## src/rtl/mem_port_arbiter_pkg.sv

```systemverilog
// Shared types and constants for the memory-port arbiter and its order FIFO.
package mem_port_arbiter_pkg;

  localparam int ADDR_W = 32;
  localparam int DATA_W = 32;
  localparam int STRB_W = DATA_W / 8;
  // Width of the outstanding counter; covers MAX_OUT up to 4.
  localparam int CNT_W  = 3;

  // Requester ids as stored in the order FIFO.
  localparam logic SRC_INST = 1'b0;
  localparam logic SRC_DATA = 1'b1;

  // Address-phase request bundle, muxed as a unit onto the memory port.
  typedef struct packed {
    logic              wr;
    logic [1:0]        size;
    logic [ADDR_W-1:0] addr;
    logic [DATA_W-1:0] wdata;
    logic [STRB_W-1:0] wstrb;
  } mem_req_t;

endpackage

```

## src/rtl/mem_port_arbiter_order_fifo.sv

```systemverilog
// Order FIFO: remembers which requester owns each accepted, unanswered request.
module arb_order_fifo
  import mem_port_arbiter_pkg::*;
#(
  parameter int DEPTH = 2
) (
  input  logic             clk,
  input  logic             reset,
  input  logic             push,
  input  logic             push_src,
  input  logic             pop,
  output logic             head,
  output logic [CNT_W-1:0] count,
  output logic             empty,
  output logic             full
);

  localparam int PTR_W = (DEPTH > 1) ? $clog2(DEPTH) : 1;

  logic [DEPTH-1:0] slot_q, slot_d;
  logic [PTR_W-1:0] wr_ptr_q, wr_ptr_d;
  logic [PTR_W-1:0] rd_ptr_q, rd_ptr_d;
  logic [CNT_W-1:0] count_q, count_d;
  logic             do_push, do_pop;

  // Pointers wrap at DEPTH, which need not be a power of two.
  function automatic logic [PTR_W-1:0] next_ptr(input logic [PTR_W-1:0] p);
    return (p == PTR_W'(DEPTH - 1)) ? '0 : p + PTR_W'(1);
  endfunction

  assign empty   = (count_q == '0);
  assign full    = (count_q == CNT_W'(DEPTH));
  assign count   = count_q;
  assign head    = slot_q[rd_ptr_q];
  assign do_push = push & ~full;
  assign do_pop  = pop & ~empty;

  // Next-state for storage, pointers and occupancy.
  always_comb begin
    slot_d   = slot_q;
    wr_ptr_d = wr_ptr_q;
    rd_ptr_d = rd_ptr_q;
    count_d  = count_q;
    if (do_push) begin
      slot_d[wr_ptr_q] = push_src;
      wr_ptr_d         = next_ptr(wr_ptr_q);
    end
    if (do_pop) rd_ptr_d = next_ptr(rd_ptr_q);
    case ({do_push, do_pop})
      2'b10:   count_d = count_q + CNT_W'(1);
      2'b01:   count_d = count_q - CNT_W'(1);
      default: count_d = count_q;
    endcase
  end

  // State registers, cleared asynchronously.
  always_ff @(posedge clk or posedge reset) begin
    if (reset) begin
      slot_q   <= '0;
      wr_ptr_q <= '0;
      rd_ptr_q <= '0;
      count_q  <= '0;
    end else begin
      slot_q   <= slot_d;
      wr_ptr_q <= wr_ptr_d;
      rd_ptr_q <= rd_ptr_d;
      count_q  <= count_d;
    end
  end

endmodule

```

## src/rtl/mem_port_arbiter.sv

```systemverilog
// Shares one SRAM-like port between IFU and MEM stage; routes in-order responses.
module mem_port_arbiter
  import mem_port_arbiter_pkg::*;
#(
  parameter int MAX_OUT      = 2,
  parameter int STARVE_LIMIT = 8
) (
  input  logic              clk,
  input  logic              reset,
  input  logic              inst_req,
  input  logic              inst_wr,
  input  logic [1:0]        inst_size,
  input  logic [ADDR_W-1:0] inst_addr,
  input  logic [DATA_W-1:0] inst_wdata,
  input  logic [STRB_W-1:0] inst_wstrb,
  output logic              inst_addr_ok,
  output logic              inst_data_ok,
  output logic [DATA_W-1:0] inst_rdata,
  input  logic              data_req,
  input  logic              data_wr,
  input  logic [1:0]        data_size,
  input  logic [ADDR_W-1:0] data_addr,
  input  logic [DATA_W-1:0] data_wdata,
  input  logic [STRB_W-1:0] data_wstrb,
  output logic              data_addr_ok,
  output logic              data_data_ok,
  output logic [DATA_W-1:0] data_rdata,
  output logic              mem_req,
  output logic              mem_wr,
  output logic [1:0]        mem_size,
  output logic [ADDR_W-1:0] mem_addr,
  output logic [DATA_W-1:0] mem_wdata,
  output logic [STRB_W-1:0] mem_wstrb,
  input  logic              mem_addr_ok,
  input  logic              mem_data_ok,
  input  logic [DATA_W-1:0] mem_rdata,
  output logic [CNT_W-1:0]  outstanding,
  output logic              proto_err
);

  localparam int SC_W = $clog2(STARVE_LIMIT + 1);

  mem_req_t         inst_bundle, data_bundle, sel_bundle;
  logic             grant_src, grant_req, lock_hold, handshake, pop;
  logic             lock_valid_q, lock_valid_d;
  logic             lock_src_q, lock_src_d;
  logic [SC_W-1:0]  starve_q, starve_d;
  logic             proto_err_q, proto_err_d;
  logic             fifo_head, fifo_empty, fifo_full;
  logic [CNT_W-1:0] fifo_count;

  assign inst_bundle = '{wr: inst_wr, size: inst_size, addr: inst_addr,
                         wdata: inst_wdata, wstrb: inst_wstrb};
  assign data_bundle = '{wr: data_wr, size: data_size, addr: data_addr,
                         wdata: data_wdata, wstrb: data_wstrb};

  // Arbitration: a held lock beats starvation override, which beats data priority.
  always_comb begin
    grant_src = SRC_INST;
    lock_hold = lock_valid_q & ((lock_src_q == SRC_DATA) ? data_req : inst_req);
    if (lock_hold)                                          grant_src = lock_src_q;
    else if (inst_req && starve_q == SC_W'(STARVE_LIMIT))   grant_src = SRC_INST;
    else if (data_req)                                      grant_src = SRC_DATA;
    else                                                    grant_src = SRC_INST;
    grant_req  = (grant_src == SRC_DATA) ? data_req : inst_req;
    sel_bundle = (grant_src == SRC_DATA) ? data_bundle : inst_bundle;
  end

  // Memory-port drive and per-requester handshakes; no bypass from a same-cycle pop.
  always_comb begin
    mem_req      = grant_req & ~fifo_full & ~reset;
    mem_wr       = sel_bundle.wr;
    mem_size     = sel_bundle.size;
    mem_addr     = sel_bundle.addr;
    mem_wdata    = sel_bundle.wdata;
    mem_wstrb    = sel_bundle.wstrb;
    handshake    = mem_req & mem_addr_ok;
    inst_addr_ok = handshake & (grant_src == SRC_INST);
    data_addr_ok = handshake & (grant_src == SRC_DATA);
    pop          = mem_data_ok & ~fifo_empty;
    inst_data_ok = pop & (fifo_head == SRC_INST);
    data_data_ok = pop & (fifo_head == SRC_DATA);
    inst_rdata   = mem_rdata;
    data_rdata   = mem_rdata;
    outstanding  = fifo_count;
    proto_err    = proto_err_q;
  end

  // Next-state for lock, starvation counter and sticky protocol error.
  always_comb begin
    lock_valid_d = 1'b0;
    lock_src_d   = lock_src_q;
    starve_d     = starve_q;
    proto_err_d  = proto_err_q | (mem_data_ok & fifo_empty);
    // A stalled request pins the source so downstream sees a stable request.
    if (mem_req && !mem_addr_ok) begin
      lock_valid_d = 1'b1;
      lock_src_d   = grant_src;
    end
    if (!inst_req)
      starve_d = '0;
    else if (mem_req && grant_src == SRC_INST)
      starve_d = '0;
    else if (mem_req && grant_src == SRC_DATA && starve_q != SC_W'(STARVE_LIMIT))
      starve_d = starve_q + SC_W'(1);
  end

  // Control state registers.
  always_ff @(posedge clk or posedge reset) begin
    if (reset) begin
      lock_valid_q <= 1'b0;
      lock_src_q   <= SRC_INST;
      starve_q     <= '0;
      proto_err_q  <= 1'b0;
    end else begin
      lock_valid_q <= lock_valid_d;
      lock_src_q   <= lock_src_d;
      starve_q     <= starve_d;
      proto_err_q  <= proto_err_d;
    end
  end

  arb_order_fifo #(.DEPTH(MAX_OUT)) u_order_fifo (
    .clk      (clk),
    .reset    (reset),
    .push     (handshake),
    .push_src (grant_src),
    .pop      (pop),
    .head     (fifo_head),
    .count    (fifo_count),
    .empty    (fifo_empty),
    .full     (fifo_full)
  );

endmodule
```

## config.mk

```make
export PLATFORM = sky130hd
export DESIGN_NAME = mem_port_arbiter
export DESIGN_NICKNAME = d
export VERILOG_FILES = /design/src/rtl/mem_port_arbiter_pkg.sv /design/src/rtl/mem_port_arbiter_order_fifo.sv /design/src/rtl/mem_port_arbiter.sv
export SDC_FILE = /design/constraint.sdc
export NUM_CORES = 1
export LEC_CHECK = 0
export CAP_MARGIN = 20
export CORE_AREA = 5 5 122 124
export DETAILED_ROUTE_END_ITERATION = 6
export DIE_AREA = 0 0 127 129
export PLACE_DENSITY_LB_ADDON = 0.1
export SYNTH_ARGS = -nofsm -noshare
export SYNTH_HDL_FRONTEND = slang
export SYNTH_HIERARCHICAL = 1
export SYNTH_SLANG_ARGS = --single-unit
```

## constraint.sdc

```tcl
create_clock -name clk -period 2.6 [get_ports clk]
set_clock_uncertainty 0.2 [all_clocks]
set_input_delay 0.26 -clock clk [delete_from_list [all_inputs] [get_ports clk]]
set_output_delay 0.26 -clock clk [all_outputs]
set_load 0.1 [all_outputs]
```

* After elaboration in Yosys (flattened, before gate mapping)
Cells that the tools add are included.
Cells by class: $add $sub $neg 5, $lt $le $gt $ge 3, equality and inequality tests 6, muxes and demuxes 18, bitwise logic cells 18, reduce and logical (&&, ||, !) cells 9
Operator list (number):
- $mux 71 | 1
- $and 1x1->1 | 12
- $mux 4 | 3
- $mux 1 | 11
- $logic_and 1x1->1 | 6
- $pmux 3 s2 | 1
- $not 1->1 | 5
- $add 4x1->4 const B | 1
- $eq 4x4->1 const B | 1
- $lt 1x2->1 const B | 2
- $ne 4x4->1 const B | 1
- $add 3x1->3 const B | 1
- $eq 3x2->1 const B | 1
- $logic_not 3->1 | 1
- $ne 3x1->1 const B | 1
- $sub 3x1->3 const B | 1
- $add 1x1->1 const B | 2
- $bwmux 2 | 1
- $eq 2x1->1 const B | 1
- $eq 2x2->1 const B | 1
- $reduce_bool 2->1 | 1
- $demux 1 s1 | 1
- $ge 1x1->1 const B | 1
- $logic_not 1->1 | 1
- $or 1x1->1 | 1
Storage, ports and cells: flip-flop bits (word level) 14, input bits 180, output and inout port bits 144, word-level logic and storage cells 67

* Longest topological paths before layout
Gate-level depths: netlist of run 1.
depth after elaboration 12, gate-level depth with buffers 12, gate-level depth less buffers 12

* By module
The synthesis of run 1 kept the hierarchy.
By module, submodules not included:
- mem_port_arbiter | times used 1, cells an instance 192, area each 2074.5 um^2, sequential area each 175.2 um^2
- arb_order_fifo | times used 1, cells an instance 31, area each 377.9 um^2, sequential area each 175.2 um^2

* Worst setup path after synthesis of run 1
Ideal clock, no wire load.
kind reg-to-output, start point register u_order_fifo.count_q[2], in the netlist u_order_fifo/count[2], end point output port data_addr_ok, arrival 3.590 ns, data required time 2.140 ns, setup slack -1.450 ns, cell stages (with the launch flop) 6, path buffers 0, cell sequence dfrtp_1 -> nor3b_4 -> nor2_1 -> o21a_1 -> nand2_1 -> nor2_1
On the way: cells in the longest elaborated chain, start to end 6
RTL lines:
- start, declared | RTL line mem_port_arbiter_order_fifo.sv:23 | logic [CNT_W-1:0] count_q, count_d;
- start signal, assigned | RTL line mem_port_arbiter_order_fifo.sv:67 | count_q <= count_d;
- $eq 3x2->1 | RTL line mem_port_arbiter_order_fifo.sv:32 | assign full = (count_q == CNT_W'(DEPTH));
- via fifo_full | RTL line mem_port_arbiter.sv:49 | logic fifo_head, fifo_empty, fifo_full;
- $not 1->1 | RTL line mem_port_arbiter.sv:71 | mem_req = grant_req & ~fifo_full & ~reset;
- $and 1x1->1 (2 in a row) | RTL line mem_port_arbiter.sv:71
- via mem_req | RTL line mem_port_arbiter.sv:28 | output logic mem_req,
- $and 1x1->1 | RTL line mem_port_arbiter.sv:77 | handshake = mem_req & mem_addr_ok;
- $and 1x1->1 | RTL line mem_port_arbiter.sv:79 | data_addr_ok = handshake & (grant_src == SRC_DATA);
- end, declared | RTL line mem_port_arbiter.sv:25 | output logic data_addr_ok,
The timed path passes the listed nets, and every way through them passes these cells.

* Final worst setup path of run 1
start point register starve_q[0], end point output port mem_wdata[12]
On the way: cells in the longest elaborated chain, start to end 5
RTL lines:
- start, declared | RTL line mem_port_arbiter.sv:47 | logic [SC_W-1:0] starve_q, starve_d;
- start signal, assigned | RTL line mem_port_arbiter.sv:118 | starve_q <= starve_d;
- $eq 4x4->1 | RTL line mem_port_arbiter.sv:62 | else if (inst_req && starve_q == SC_W'(STARVE_LIMIT)) grant_src = SRC_INST;
- $logic_and 1x1->1 | RTL line mem_port_arbiter.sv:62
- $mux 1 | RTL line mem_port_arbiter.sv:62
- $mux 1 | RTL line mem_port_arbiter.sv:61 | if (lock_hold) grant_src = lock_src_q;
- $mux 71 | RTL line mem_port_arbiter.sv:66 | sel_bundle = (grant_src == SRC_DATA) ? data_bundle : inst_bundle;
- end, declared | RTL line mem_port_arbiter.sv:32 | output logic [DATA_W-1:0] mem_wdata,
No other way between the ends.

==> results_dict.tcl, run 1 <==
set metrics [dict create \
    outcome "finished clean" \
    grtUsageMet1_pct 16.1 \
    nFillCells 1289 \
    p_leak_uw 0.00246 \
    slew-limit-headroom_pct 69.9 \
    routed-via-count 2234 \
    finalSetupTns_ps 0 \
    hpwl_um 10500 \
    holdWs_ps 130 \
    synth.distinct_cells 37 \
    core_um2 13700 \
    fmax_ghz 0.397 \
    place_congestion 0.787 \
    use_met3_pct 7.02 \
    wl_um 12400 \
    die-area_um2 16400 \
    worst_slack_ps 80.6 \
    internal-power_uw 1640 \
    reg2reg_to "u_order_fifo/count[2]$_DFFE_PP0P_" \
    swShare_pct 52.0 \
    antenna_found_initial 3 \
    grt_start_max_net_pins 12 \
    fin_crit_ps 2520 \
    synthCells 223 \
    slowest_delay_ps 380 \
    htree_num_levels 1 \
    arrival_ps 2060 \
    io_buffers 227 \
    irDropWorstVdd_v 0.000767 \
    pin_count 324 \
    dr.pass1.iters 4 \
    rr_worst_depth 12 \
    crit_path_max_fanout 8 \
    synth_warnings 6 \
    synth_seq_area_share_pct 14.3 \
    pwr-share-comb_pct 79.8 \
    die_w_um 127 \
    clk-insertion-delay-late_ps 240 \
    clockBufferDepth 2 \
    rsz0062_at_grt "true" \
    drt.antenna.violating_nets 0 \
    report.final.slew_viol_count 0 \
    fin_nets 588 \
    synth_area_um2 2450 \
    place_ws_ps 151 \
    grt_pass1_wl_um 16900 \
    final-hold-violation-count 0 \
    cp_common_cell "buf_4" \
    cp_data_required_time_ps 2140 \
    numCtsBuffers 3 \
    worstPathCellList "inv_2 -> ha_4 -> nand3b_4 -> o21ai_2 -> a21bo_4 -> buf_4 -> buf_4 -> mux2_4 -> buf_12" \
    clock_sinks 14 \
    seqPwrFrac_pct 11.6 \
    drc 0 \
    fin_cells 584 \
    cts_root_buf "clkbuf_16" \
    switching_power_uw 1770 \
    cap_viol_max_count 0 \
    synth.avg_cell_area_um2 11.0 \
    startpoint_type "flip-flop" \
    crit_slowest_cell "dfrtp_1" \
    r2r_setup_slack_ps 210 \
    initial_core_util_pct 17.9 \
    power_density_nw_per_um2 614 \
    tightestPinTransition_ps 447 \
    busiest_layer "met2" \
    setup_viol_count_final 0 \
    drtIter0Drc 55 \
    syn_nets 407 \
    via_per_inst 3.83 \
    cp-end-kind "output pin" \
    grtUsageTotal_pct 13.9 \
    wl_per_cell_um 21.2 \
    syn_to_final_growth_pct 126 \
    clk_pin_slew_ps 40 \
    clkPwrFrac_pct 8.6 \
    grt_util_met2_pct 23.7 \
    r2r-start "u_order_fifo/count[0]$_DFFE_PP0P_" \
    row_count 43 \
    hp-class "primary input to async pin" \
    critPathCapture "mem_wdata[12]" \
    grt_pass1_vias 2383 \
    dp.cells 566 \
    fin_crit_sh_pct 96.9 \
    overflow 0 \
    fp.dieH_um 129 \
    critPathKind "flip-flop to output pin" \
    cp-startpoint "starve_q[0]$_DFFE_PP0P_" \
    cts_tree "built" \
    ys_ff_latch 14 \
    drive_gt1_share_pct 49.9 \
]
==> Yosys cell counts (all sizes together) <==
| master | n | share of area, % |
|---|---|---|
| o21a | 1 | 0.31 |
| a21boi | 2 | 0.61 |
| nand4 | 1 | 0.26 |
| buf | 72 | 23 |
| nor2 | 4 | 0.61 |
| and2 | 1 | 0.26 |
| o2111ai | 1 | 0.36 |
| a21bo | 1 | 0.41 |
| o21ai | 4 | 0.82 |
| o32ai | 1 | 0.36 |
| a21oi | 2 | 0.41 |
| xor2 | 3 | 1.1 |
| xnor2 | 2 | 0.71 |
| nand2b | 4 | 1.1 |
| a21o | 1 | 0.31 |
| o211a | 1 | 0.41 |
| mux2 | 74 | 45 |
| fa | 1 | 0.82 |
| nor2b | 4 | 1.1 |
| ha | 3 | 1.5 |
| o22ai | 1 | 0.26 |
| nand2 | 7 | 1.1 |
| nand3b | 2 | 1.1 |
| mux2i | 1 | 0.41 |
| dfrtp | 14 | 14 |
| nor3 | 1 | 0.20 |
| nor3b | 2 | 1.3 |
| inv | 10 | 1.5 |
| nand3 | 2 | 0.41 |
==> repair_timing <==
item,CTS,global route
hold buffers,0,0
pin swaps,3,2
resized for setup,13,4
endpoints found under the setup margin,67,42
setup buffers,10,2
cloned,4,0
==> cell type report <==
class	instances	area [um2]	share of cell area (%)
antenna	1	2.50	0.0451
timing repair buffer	248	3280	59.0
sequential	14	362	6.51
multi-input combinational	127	1570	28.3
tap	180	225	4.06
clock buffer	4	78.8	1.42
inverter	10	37.5	0.676
==> flip-flops by register name, summed over array words and instances, names as in the netlist <==
| register | flops |
|---|---|
| proto_err | 1 |
| lock_src_q | 1 |
| u_order_fifo/wr_ptr_q | 1 |
| u_order_fifo/rd_ptr_q | 1 |
| u_order_fifo/slot_q | 2 |
| u_order_fifo/count | 3 |
| starve_q | 4 |
| lock_valid_q | 1 |
==> how the worst min path moves through the flow <==
stage,from,to,depth (start not counted)
floorplan,reset,lock_src_q$_DFFE_PP0P_,1
global placement,proto_err$_DFF_PP0_,proto_err$_DFF_PP0_,1
detailed placement,u_order_fifo/rd_ptr_q$_DFFE_PP0P_,u_order_fifo/rd_ptr_q$_DFFE_PP0P_,1
CTS,reset,proto_err$_DFF_PP0_,2
global route,reset,proto_err$_DFF_PP0_,2
finish,reset,proto_err$_DFF_PP0_,2
==> layer usage <==
metal / share of wire (%) / wire, um
met1: 38 / 4760
met2: 49 / 6040
met3: 12 / 1510
met4: 0.39 / 48
met5: 0.19 / 23
==> metrics by stage <==
step | utilization [%] | area (um2) | total power (uW)
after detailed placement | 38.6 | 5280 | 3080
after CTS | 40.9 | 5590 | 3460
after floorplan | - | 2510 | 2560
after global routing | 40.6 | 5550 | 3540
after global placement | 38.6 | 5280 | 3070
final | 40.6 | 5550 | 3410
==> power by group through the flow <==
stage	registers [uW]	logic [uW]	clock network, uW
floorplan	608	1950	0
global placement	396	2670	0
detailed placement	397	2680	0
CTS	394	2760	303
global route	405	2820	313
finish	395	2720	294
==> cell families (layout without fill, tap and decap cells) <==
logic type | Yosys count | in the layout | share of synthesized area, %
buffers and inverters | 82 | 262 | 24.8
multiplexers | 75 | 75 | 45.1
AND/OR/NAND/NOR | 28 | 28 | 7.45
AO/OA/AOI/OAI | 15 | 15 | 4.24
flip-flops | 14 | 14 | 14.3
XOR/XNOR | 5 | 5 | 1.79
adder cells (fa/ha/maj) | 4 | 4 | 2.35
other | 0 | 1 | 0
==> placed cells by master, fill, tap and decap left out, types with 2 or more instances in the layout <==
master | netlist | layout
inv_1 | 9 | 6
ha_4 | 0 | 2
buf_16 | 0 | 3
dfrtp_4 | 0 | 3
mux2_4 | 70 | 72
nand2b_1 | 3 | 3
o21ai_0 | 2 | 2
nand3_1 | 2 | 2
xnor2_1 | 2 | 2
nor2_2 | 0 | 3
nor2b_2 | 1 | 2
dfrtp_1 | 14 | 11
clkdlybuf4s50_1 | 0 | 147
clkbuf_16 | 0 | 3
a21boi_0 | 2 | 2
a21oi_1 | 2 | 2
buf_4 | 64 | 17
nand2_1 | 7 | 6
xor2_1 | 3 | 3
nor2b_1 | 3 | 2
mux2_2 | 4 | 2
inv_2 | 1 | 4
buf_6 | 8 | 3
buf_12 | 0 | 78
==> critical path, delay by kind of cell, from the launching register on <==
family	cells	cell delay, ps
buf+inv	4	570
flops	1	380
mux	1	330
compound gates	2	320
fa+ha+maj	1	130
simple gates	1	80
No activity file was read; power rests on OpenSTA's default activity.
==> run 2, diff against run 1 <==
--- a/config.mk
+++ b/config.mk
@@ -7,6 +7,7 @@
 export LEC_CHECK = 0
 export CAP_MARGIN = 20
 export CORE_AREA = 5 5 122 124
+export CTS_CLUSTER_SIZE = 40
 export DETAILED_ROUTE_END_ITERATION = 6
 export DIE_AREA = 0 0 127 129
 export PLACE_DENSITY_LB_ADDON = 0.1
==> results of run 2 <==
Final layout, timing and power as in run 1 (identical DEF).
==> run 3, diff against run 2 <==
--- a/config.mk
+++ b/config.mk
@@ -6,11 +6,12 @@
 export NUM_CORES = 1
 export LEC_CHECK = 0
 export CAP_MARGIN = 20
-export CORE_AREA = 5 5 122 124
+export CORE_AREA = 5 5 123 125
 export CTS_CLUSTER_SIZE = 40
 export DETAILED_ROUTE_END_ITERATION = 6
-export DIE_AREA = 0 0 127 129
+export DIE_AREA = 0 0 128 130
 export PLACE_DENSITY_LB_ADDON = 0.1
+export SLEW_MARGIN = 40
 export SYNTH_ARGS = -nofsm -noshare
 export SYNTH_HDL_FRONTEND = slang
 export SYNTH_HIERARCHICAL = 1
==> constraint.sdc (replaced) <==
create_clock -name clk -period 2.21 [get_ports clk]
set_clock_uncertainty 0.2 [all_clocks]
set_input_delay 0.221 -clock clk [delete_from_list [all_inputs] [get_ports clk]]
set_output_delay 0.221 -clock clk [all_outputs]
set_load 0.1 [all_outputs]
==> run 3 against run 2 <==
Net effect:
- the flow now finishes with violations (negative setup slack)
- sequential cell count unchanged
- routed wire length up 0.99%
- worst setup slack lost 350 ps
- global-route usage hardly changed
- critical path type unchanged
- critical endpoint is now mem_addr[15]
==> results_dict.tcl, run 3 (synthesis results as in run 1) <==
set metrics [dict create \
    swShare_pct 51.0 \
    drive_gt1_share_pct 52.2 \
    row_count 43 \
    largest_reg_flops 4 \
    largest-register "starve_q" \
    drtIter0Drc 51 \
    drt.antenna.violating_nets 0 \
    report.final.slew_viol_count 0 \
    final_cell_mix "clkdlybuf4s50_1 (147), buf_12 (80), mux2_4 (72)" \
    cts_root_buf "clkbuf_16" \
    setup_viol_count_final 73 \
    seqPwrFrac_pct 10.5 \
    fin_crit_sh_pct 112 \
    nFillCells 1282 \
    irDropWorstVdd_v 0.00119 \
    multi_input_comb_area_um2 1600 \
    switching_power_uw 2130 \
    final-hold-violation-count 0 \
    grt_start_max_net_pins 24 \
    worst_slack_ps -273 \
    clkPwrFrac_pct 9.2 \
    antenna_found_initial 4 \
    clockBufferDepth 2 \
    numCtsBuffers 3 \
    die-area_um2 16600 \
    crit_slowest_cell "dfrtp_1" \
    critPathKind "flip-flop to output pin" \
    dr.pass1.iters 4 \
    cp-end-kind "output pin" \
    crit_path_max_fanout 6 \
    clk-insertion-delay-late_ps 240 \
    outcome "finished with violations" \
    syn_to_final_growth_pct 132 \
    core_um2 13800 \
    final_common_cell "clkdlybuf4s50_1" \
    grt_pass1_wl_um 17200 \
    pin_count 324 \
    drc 0 \
    via_per_inst 3.88 \
    startpoint_type "flip-flop" \
    internal-power_uw 2050 \
    holdWs_ps 235 \
    cp_data_required_time_ps 1790 \
    io_buffers 227 \
    wl_per_cell_um 20.9 \
    worstPathCellList "inv_2 -> ha_4 -> nand3b_4 -> o21ai_2 -> a21bo_4 -> buf_4 -> buf_12 -> mux2_4 -> buf_12" \
    finalSetupTns_ps -17120 \
    wl_um 12500 \
    grt_pass1_vias 2330 \
    ff_latch_area_um2 362 \
    power_density_nw_per_um2 734 \
    path_buf_inv 4 \
    crit_family "buffers and inverters" \
    slowest_delay_ps 380 \
    pwr-share-comb_pct 80.3 \
    fin_nets 603 \
    cap_viol_max_count 0 \
    tightestPinTransition_ps 467 \
    grtUsageTotal_pct 13.9 \
    die_w_um 128 \
    hpwl_um 10700 \
    place_congestion 0.810 \
    initial_core_util_pct 17.8 \
    fp.dieH_um 130 \
    overflow 0 \
    p_leak_uw 0.00253 \
    clk_pin_slew_ps 50 \
    routed-via-count 2323 \
    arrival_ps 2060 \
    ctsHoldBuffers 0 \
    clock_sinks 14 \
    fin_crit_ps 2480 \
    htree_num_levels 1 \
    violations "negative setup slack" \
    slew-limit-headroom_pct 68.5 \
    cts_tree "built" \
    fmax_ghz 0.403 \
    rsz0062_at_grt "true" \
    cp_common_cell "buf_12" \
    hp-class "primary input to async pin" \
]
-- run 3: worst paths after layout --
kind | startpoint | depth (start not counted) | slack [ps] | end
max reg2reg | u_order_fifo/count[2]$_DFFE_PP0P_ | 12 | -60 | u_order_fifo/count[2]$_DFFE_PP0P_
min | reset | 3 | 230 | lock_valid_q$_DFF_PP0_
min reg2reg | proto_err$_DFF_PP0_ | 1 | 260 | proto_err$_DFF_PP0_
min in group clk | mem_rdata[22] | 0 | 240 | inst_rdata[22]
max in group asynchronous | reset | 3 | 1310 | u_order_fifo/count[0]$_DFFE_PP0P_
max | starve_q[0]$_DFFE_PP0P_ | 9 | -270 | mem_addr[15]
-- run 3: worst register-to-register path: cells and delay by family, from the launching register on --
| family | cells | cell delay [ps] |
|---|---|---|
| and+or+nand+nor | 5 | 570 |
| adders and majority gates | 2 | 450 |
| AOI/OAI and AO/OA | 1 | 130 |
| DFF | 1 | 490 |
| buffers and inverters | 2 | 70 |
| xor gates and xnor gates | 2 | 300 |
-- run 3: metal layers --
| layer | routed length [um] | global-route usage (%) | vias to the layer above |
|---|---|---|---|
| met4 | 106 | 2.06 | 6 |
| met5 | 42 | 0 | - |
| met2 | 5850 | 22.8 | 149 |
| met1 | 4990 | 16.8 | 1063 |
| li1 | - | - | 1093 |
| met3 | 1520 | 7.00 | 12 |
-- run 3: timing repair --
item | CTS | global route
pin swaps | 4 | 1
cloned | 3 | 0
resized for setup | 15 | 4
endpoints found under the setup margin | 75 | 75
endpoints found under the hold margin | 0 | 0
buffers inserted | 4 | 6
-- run 3: layout make-up --
class	instances	share of cell area, %
antenna	1	0.0440
clock buffer	4	1.56
inverter	10	0.704
multi-input combinational	127	28.0
sequential	14	6.36
tap	180	3.96
timing repair buffer	263	59.3
-- run 3: per-stage QoR --
stage	util (%)	cell area, um2	total power [uW]	std cells	worst slack (ps)
after floorplan	-	2510	3010	223	-444
after global placement	39.3	5420	3700	583	-114
after detailed placement	39.3	5420	3710	583	-120
after CTS	41.2	5680	4190	594	-316
after global routing	41.3	5690	4340	598	-349
final	41.3	5690	4180	599	-273
-- run 3: power by group through the flow --
| stage | Sequential [uW] | Combinational, uW | Clock, uW |
|---|---|---|---|
| finish | 440 | 3350 | 383 |
| global route | 454 | 3480 | 413 |
| CTS | 439 | 3360 | 392 |
| detailed placement | 443 | 3270 | 0 |
| global placement | 436 | 3260 | 0 |
| floorplan | 715 | 2290 | 0 |
